### src/rtl/modulo_updown_counter.sv
// modulo_updown_counter
//
// Up/down counter over the range 0..MAX_VAL. At a boundary it either wraps
// or saturates. A counter register, a one-cycle terminal-count pulse and a
// sticky wrap flag are kept.
//
// Parameters
//   WIDTH     counter width in bits
//   RESET_VAL count value loaded by reset
//   MAX_VAL   top of the count range (range is 0..MAX_VAL)
//   PRESCALE  enable divider ratio; only used when MODCNT_PRESCALE_EN is defined
//
// Optional feature
//   MODCNT_PRESCALE_EN  when defined, an internal prescaler allows one step
//                       every PRESCALE enabled cycles
//
// Ports
//   clk       clock; all state updates on its rising edge
//   reset     synchronous reset, active low (0 = reset)
//   en        count enable
//   up_dn     direction select (1 = up, 0 = down)
//   load      synchronous parallel load strobe (beats en)
//   load_val  value to load; values above MAX_VAL are clamped to MAX_VAL
//   sat_mode  boundary behaviour (1 = saturate, 0 = wrap)
//   clr_ovf   clears ovf (a coincident wrap wins)
//   count     registered count
//   tc        one-cycle pulse after a step taken from a boundary
//   ovf       sticky flag, set on every wrap
module modulo_updown_counter #(
  parameter int WIDTH     = 8,
  parameter int RESET_VAL = 4,
  parameter int MAX_VAL   = 2**WIDTH-1,
  parameter int PRESCALE  = 4
) (
  input  logic             clk,
  input  logic             reset,
  input  logic             en,
  input  logic             up_dn,
  input  logic             load,
  input  logic [WIDTH-1:0] load_val,
  input  logic             sat_mode,
  input  logic             clr_ovf,
  output logic [WIDTH-1:0] count,
  output logic             tc,
  output logic             ovf
);

  localparam logic [WIDTH-1:0] MAX_V = WIDTH'(MAX_VAL);
  localparam logic [WIDTH-1:0] RST_V = WIDTH'(RESET_VAL);

  // Parameter legality is checked at elaboration time.
  if (longint'(MAX_VAL) > ((longint'(1) << WIDTH) - 1)) begin : g_bad_max
    $error("modulo_updown_counter: MAX_VAL does not fit in WIDTH bits");
  end
  if (RESET_VAL > MAX_VAL) begin : g_bad_rst
    $error("modulo_updown_counter: RESET_VAL exceeds MAX_VAL");
  end

  // Loaded values above the range are pinned to the ceiling.
  function automatic logic [WIDTH-1:0] clamp_load(input logic [WIDTH-1:0] val);
    return (val > MAX_V) ? MAX_V : val;
  endfunction

  // Next count for one step. At a boundary in the counting direction the
  // count either stays put (saturate) or jumps to the opposite end (wrap).
  function automatic logic [WIDTH-1:0] step_count(
    input logic [WIDTH-1:0] cur,
    input logic             dir_up,
    input logic             sat,
    input logic             bound
  );
    logic [WIDTH-1:0] nxt;
    if (!bound)      nxt = dir_up ? cur + WIDTH'(1) : cur - WIDTH'(1);
    else if (sat)    nxt = cur;
    else             nxt = dir_up ? '0 : MAX_V;
    return nxt;
  endfunction

  logic tick;

`ifdef MODCNT_PRESCALE_EN
  if (PRESCALE < 2) begin : g_bad_psc
    $error("modulo_updown_counter: PRESCALE must be at least 2");
  end

  localparam int PSC_W = (PRESCALE > 2) ? $clog2(PRESCALE) : 1;
  localparam logic [PSC_W-1:0] PSC_LAST = PSC_W'(PRESCALE - 1);

  logic [PSC_W-1:0] psc;

  // Tick on the last phase of each PRESCALE-long group of enabled cycles.
  assign tick = (psc == PSC_LAST);

  // Prescaler advances only on enabled, non-load cycles; en=0 freezes the phase.
  always_ff @(posedge clk) begin
    if (!reset || load) begin
      psc <= '0;
    end else if (en) begin
      psc <= tick ? '0 : psc + PSC_W'(1);
    end
  end
`else
  // Without the prescaler every enabled cycle steps; the ratio has no effect.
  if (PRESCALE < 0) begin : g_psc_unused
  end
  assign tick = 1'b1;
`endif

  logic             step;
  logic             at_bound;
  logic             wrap;
  logic [WIDTH-1:0] count_step;

  always_comb begin
    step       = en && !load && tick;
    at_bound   = up_dn ? (count == MAX_V) : (count == '0);
    wrap       = step && at_bound && !sat_mode;
    count_step = step_count(count, up_dn, sat_mode, at_bound);
  end

  // Single register stage: reset > load > step > hold.
  always_ff @(posedge clk) begin
    if (!reset) begin
      count <= RST_V;
      tc    <= 1'b0;
      ovf   <= 1'b0;
    end else begin
      if (load) begin
        count <= clamp_load(load_val);
        tc    <= 1'b0;
      end else if (step) begin
        count <= count_step;
        tc    <= at_bound;
      end else begin
        tc    <= 1'b0;
      end
      // Set wins over a coincident clear.
      ovf <= wrap || (ovf && !clr_ovf);
    end
  end

endmodule

### config.mk
export PLATFORM = sky130hd
export DESIGN_NAME = modulo_updown_counter
export DESIGN_NICKNAME = d
export VERILOG_FILES = /design/src/rtl/modulo_updown_counter.sv
export SDC_FILE = /design/constraint.sdc
export NUM_CORES = 1
export LEC_CHECK = 0
export ABC_AREA = 1
export CAP_MARGIN = 15
export CORE_ASPECT_RATIO = 0.75
export CORE_UTILIZATION = 35
export CTS_BUF_LIST = sky130_fd_sc_hd__clkbuf_4
export CTS_CLUSTER_DIAMETER = 80
export CTS_CLUSTER_SIZE = 30
export DETAILED_ROUTE_END_ITERATION = 8
export PLACE_DENSITY = 0.68
export SLEW_MARGIN = 20
export SYNTH_ARGS = -nofsm -noshare
export SYNTH_HDL_FRONTEND = slang
export SYNTH_SLANG_ARGS = --single-unit
### constraint.sdc
create_clock -name clk -period 1.8 [get_ports clk]
set_clock_uncertainty 0.15 [all_clocks]
set_input_delay 0.36 -clock clk [delete_from_list [all_inputs] [get_ports clk]]
set_output_delay 0.36 -clock clk [all_outputs]
set_load 0.01 [all_outputs]
======== Yosys cells after proc, flatten, opt, wreduce, memory -nomap -nowiden ========
Index checks and enable logic that the tools add are counted.
word-level totals
  bits in registers ....................... 10
  bits in latches ......................... 0
  bits in writable memories ............... 0
  memory bits (read-only) ................. 0
  bits of input ports ..................... 15
  output and inout port bits .............. 10
  memories ................................ 0
operators by class
  add/subtract/negate cells ............... 2
  multiply operators ...................... 0
  div/mod/pow operators ................... 0
  magnitude comparators ................... 1
  equality and inequality tests ........... 2
  shift operators ......................... 0
  mux-type cells .......................... 8
  bitwise operators ....................... 2
  reductions and logical operators ........ 12
operators with widths
  operator             count
  $mux 8               7
  $add 8x1->8 const B  1
  $eq 8x8->1 const B   1
  $gt 8x8->1 const B   1
  $logic_not 8->1      1
  $sub 8x1->8 const B  1
  $logic_and 1x1->1    4
  $logic_not 1->1      3
  $ne 3x3->1 const B   1
  $reduce_or 3->1      1
  $not 1->1            2
  $reduce_and 2->1     1
  $reduce_bool 2->1    1
  $logic_or 1x1->1     1
  $mux 1               1

======== Longest topological paths before layout ========
Gate-level depths: netlist of the first run.
  depth after elaboration ................. 5
  depth in mapped cells ................... 11
  mapped depth without buffers ............ 11

======== Worst setup path after synthesis of the first run ========
OpenSTA, ideal clock, no wires.
  path type ............................... input to register
  from .................................... input up_dn
  to ...................................... register count[6]
  arrival time ............................ 1,562 ps
  slack ................................... 18 ps
  stages on the path ...................... 10
  path through ............................ inv_1 -> ha_1 -> or2_2 -> nand3_1 -> nand2_1 -> nand2_1 -> nand3_1 -> nand2_1 -> nand2_1 -> a21oi_1
on the way
  longest elaborated chain between the ends .. 5
  elaborated cells on any way between the ends .. 9
  classes of those cells .................. eq/ne: 1; mux: 7; reduce/logical: 1
RTL lines
  element                 RTL line  source
  start: declaration      38        input logic up_dn,
  $mux 8                  75        else nxt = dir_up ? '0 : MAX_V;
  $mux 8                  74        else if (sat) nxt = cur;
  $mux 8                  73        if (!bound) nxt = dir_up ? cur + WIDTH'(1) : cur - WIDTH'(1);
  $mux 8                  131       end else if (step) begin
  $mux 8                  128       if (load) begin
  end signal: assignment  129       count <= clamp_load(load_val);
  end signal: assignment  132       count <= count_step;
  end: declaration        43        output logic [WIDTH-1:0] count,
Parallel ways exist; a longest one is shown, timed or not. The select of a mux whose other input is x is not followed.
A chain may end at the register's enable or synchronous reset.

======== Worst setup path in the final report of the first run ========
Same ends and word-level chain as after synthesis.

==> metrics.md, run 1 <==
| Metric | Value |
|---|---|
| Outcome | completed |
| NumNets Final | 198 |
| Initial Util | 37.97% |
| Number of vias per cell | 4.894 |
| Tcrit/Tclk final | 99.00% |
| Buf+Inv Stages, Crit Path | 2 |
| HP Class | reg2reg |
| Die H | 45.69 µm |
| Syn Nets | 156 |
| Post-synthesis sequential area ratio | 22.47% |
| Final Power | 0.7877 mW |
| GRT Resource Usage Total | 20.64% |
| Power Dens Cells | 578.6 nW/µm² |
| Critical path type | in2reg |
| Crit-path slowest cell | or2_2 |
| Clock Path Buffers | 2 |
| Io pins | 25 |
| DR vias | 1018 |
| Met1 usage | 24.40% |
| Minimum clock period | 1.782 ns |
| Worst skew pair latency | 0.27 ns |
| DRC viols | 0 |
| CP dominant cell by count | nand2_1 |
| Max incr delay on CP | 0.32 ns |
| CP endpoint kind | flop |
| Routed len/inst | 12.52 µm |
| Final TNS setup | 0 ns |
| Setup violators final | 0 |
| Layout cell share with drive strength beyond 1 | 28.74% |
| Antenna Nets Post-Route | 0 |
| Slew @ Worst Pin | 0.2486 ns |
| WP data required | 1.85 ns |
| Headroom to the max-slew limit | 83.36% |
| Vias in the first global route | 923 |
| I/O Buffers | 24 |
| H-tree depth | 1 |
| GRT Max-Usage Layer | met2 |
| Fmax achieved | 561.2 MHz |
| CTS tree | done |
| Antenna violations before repair | 0 |
| Pre-antenna DRT Iters | 4 |
| Final Hold Viols | 0 |
| Num Clock Sinks | 10 |
| # hold bufs at CTS | 0 |
| Pins Over Slew Limit | 0 |
| Crit path launch type | primary input |
| Initial DRC Count | 25 |
| Worst Path Arrival | 1.83 ns |
| TritonCTS buffer count | 3 |
| Drt total wl | 2605 µm |
| HPWL after DPL | 2068 µm |
| Post-synth cell types | 24 |
| Clk slew on worst S/H paths | 0.07 ns |
| Worst VDD drop | 0.0002593 V |
| Flop and latch count out of synthesis | 10 |
| # Max-Cap Violations | 0 |
| Yosys warns | 0 |
| CORE AREA | 2346 µm² |
| Family with the most delay on the worst path | simple AND/OR/NAND/NOR gates |
| Post-Syn Area | 890.9 µm² |
| M2 GR Usage | 37.80% |
| Largest net degree at the start of global routing | 10 |
| M3 GR Usage | 5.966% |
| Die Wd | 60.26 µm |
| Row cnt | 15 |
| Die footprint | 2753 µm² |
| Routability cong. | 0.8038 |
| RSZ-0062 raised after global routing | true |
| Root buf cell | clkbuf_4 |
| Mapped Cells | 134 |
| Global-route wire length before repair | 4022 µm |
| N_diodes | 0 |
| Synth-to-layout area growth | 52.81% |
| Hold_ws | 0.3194 ns |
| Post-CTS Setup Bufs | 0 |
| Static Leak | 0.6588 nW |
| Crit-path cells | dlygate4sd2_1 > inv_2 > ha_1 > or2_2 > nand3_2 > nand2_1 > nand2_1 > nand3_1 > nand2_1 > nand2_1 > a21oi_2 |
| Syn Area/Cell | 6.648 µm² |
| Total congestion overflow | 0 |
| Crit Path Max Fanout | 6 |
==> Yosys cell counts <==
library cell,instances,share of area [%]
nor3_2,1,1.1
nand2_1,24,10
fa_1,1,2.2
xnor2_1,1,0.98
nor2_1,21,8.8
a21o_1,3,2.5
nand3_1,10,5.6
a21oi_2,1,0.98
nor3b_2,1,1.4
nand2_2,3,2.1
nand3_2,3,3.4
ha_1,6,8.4
nor2_2,3,2.1
inv_1,15,6.3
o21ai_0,8,4.5
a21oi_1,13,7.3
nand2_4,2,2.5
dfxtp_1,10,22
o21a_1,1,0.84
or2_2,2,1.4
nor3_1,2,1.1
nand3b_1,1,0.84
xor2_1,1,0.98
o21ai_4,1,1.8
==> placed cells by master, fill, tap and decap left out, types with 2 or more instances in the layout <==
| cell | n |
|---|---|
| a21o_1 | 3 |
| a21oi_1 | 9 |
| a21oi_2 | 5 |
| buf_4 | 13 |
| clkbuf_4 | 3 |
| clkdlybuf4s50_1 | 19 |
| dfxtp_1 | 3 |
| dfxtp_2 | 7 |
| dlymetal6s2s_1 | 4 |
| ha_1 | 4 |
| ha_4 | 2 |
| inv_1 | 14 |
| nand2_1 | 23 |
| nand2_2 | 4 |
| nand2_4 | 2 |
| nand3_1 | 9 |
| nand3_2 | 4 |
| nor2_1 | 21 |
| nor2_2 | 3 |
| nor3_1 | 2 |
| o21ai_0 | 8 |
| or2_2 | 2 |
==> cells by family after synthesis <==
logic type,after synthesis,synth area share [%]
flops,10,22.47
fa+ha+maj,7,10.67
buf+inv,15,6.320
simple gates,73,40.59
compound gates,27,17.98
xor+xnor,2,1.967
==> metal layers <==
layer  share of wire [%]  vias to the layer above  wire length [µm]
li1                    -                      526                 -
met1                  47                      467              1221
met2                  50                       25              1293
met3                 3.5                        0                90
met4                   0                        0                 0
met5                   0                        -                 0
==> layout make-up <==
type                       instances  area, µm²
sequential                        10      209.0
tap                               34      42.54
inverter                          15      56.30
fill                             234      984.7
clock buffer                       3      22.52
multi-input combinational        109      684.4
timing repair buffer              37      346.6
==> flip-flops by register name, summed over array words and instances (netlist names) <==
| signal | cells |
|---|---|
| count | 8 |
| ovf | 1 |
| tc | 1 |
==> worst register-to-register path, cell delays in order, from the launching register on <==
cell and delay (ns):
dfxtp_1 0.32, ha_1 0.29, or2_2 0.32, nand3_2 0.09, nand2_1 0.07, nand2_1 0.06, nand3_1 0.06, nand2_1 0.06
nand2_1 0.06, a21oi_2 0.11
==> report_power, final <==
part / total [mW] / internal, mW / switching [mW]
Clock: 0.157 / 0.0774 / 0.0798
Sequential: 0.271 / 0.243 / 0.0278
Combinational: 0.360 / 0.180 / 0.180
==> stage by stage <==
stage | cells | setup WS (ns) | util (%) | area, µm²
final | 208 | 0.01800 | 58.03 | 1361
after global routing | 208 | -0.03852 | 58.03 | 1361
after CTS | 208 | 0.0006388 | 57.23 | 1343
after detailed placement | 205 | -0.5331 | 54.19 | 1271
after global placement | 205 | -0.4935 | 54.19 | 1271
after floorplan | 134 | 0.01780 | - | 890.9
==> timing repair <==
item | 4_1_cts | 5_1_grt
pin swaps | 1 | 0
endpoints found under the setup margin | 10 | 8
resized for setup | 15 | 7
==> final timing paths <==
path | cells past startpoint | slack [ns] | to | start
min reg2reg | 2 | 0.32 | ovf$_SDFF_PN0_ | ovf$_SDFF_PN0_
min | 2 | 0.32 | ovf$_SDFF_PN0_ | ovf$_SDFF_PN0_
max | 11 | 0.02 | count[6]$_SDFFE_PN0P_ | up_dn
max reg2reg | 9 | 0.14 | count[6]$_SDFFE_PN0P_ | count[3]$_SDFFE_PN0P_
(Power assumes the default switching activity.)
==> run 2, diff against run 1 <==
--- a/config.mk
+++ b/config.mk
@@ -10,10 +10,10 @@
 export CORE_ASPECT_RATIO = 0.75
 export CORE_UTILIZATION = 35
 export CTS_BUF_LIST = sky130_fd_sc_hd__clkbuf_4
-export CTS_CLUSTER_DIAMETER = 80
 export CTS_CLUSTER_SIZE = 30
 export DETAILED_ROUTE_END_ITERATION = 8
 export PLACE_DENSITY = 0.68
+export REMOVE_ABC_BUFFERS = 1
 export SLEW_MARGIN = 20
 export SYNTH_ARGS = -nofsm -noshare
 export SYNTH_HDL_FRONTEND = slang
==> results of run 2 <==
Same layout as run 1: the final DEF is identical, and so are final timing and power.
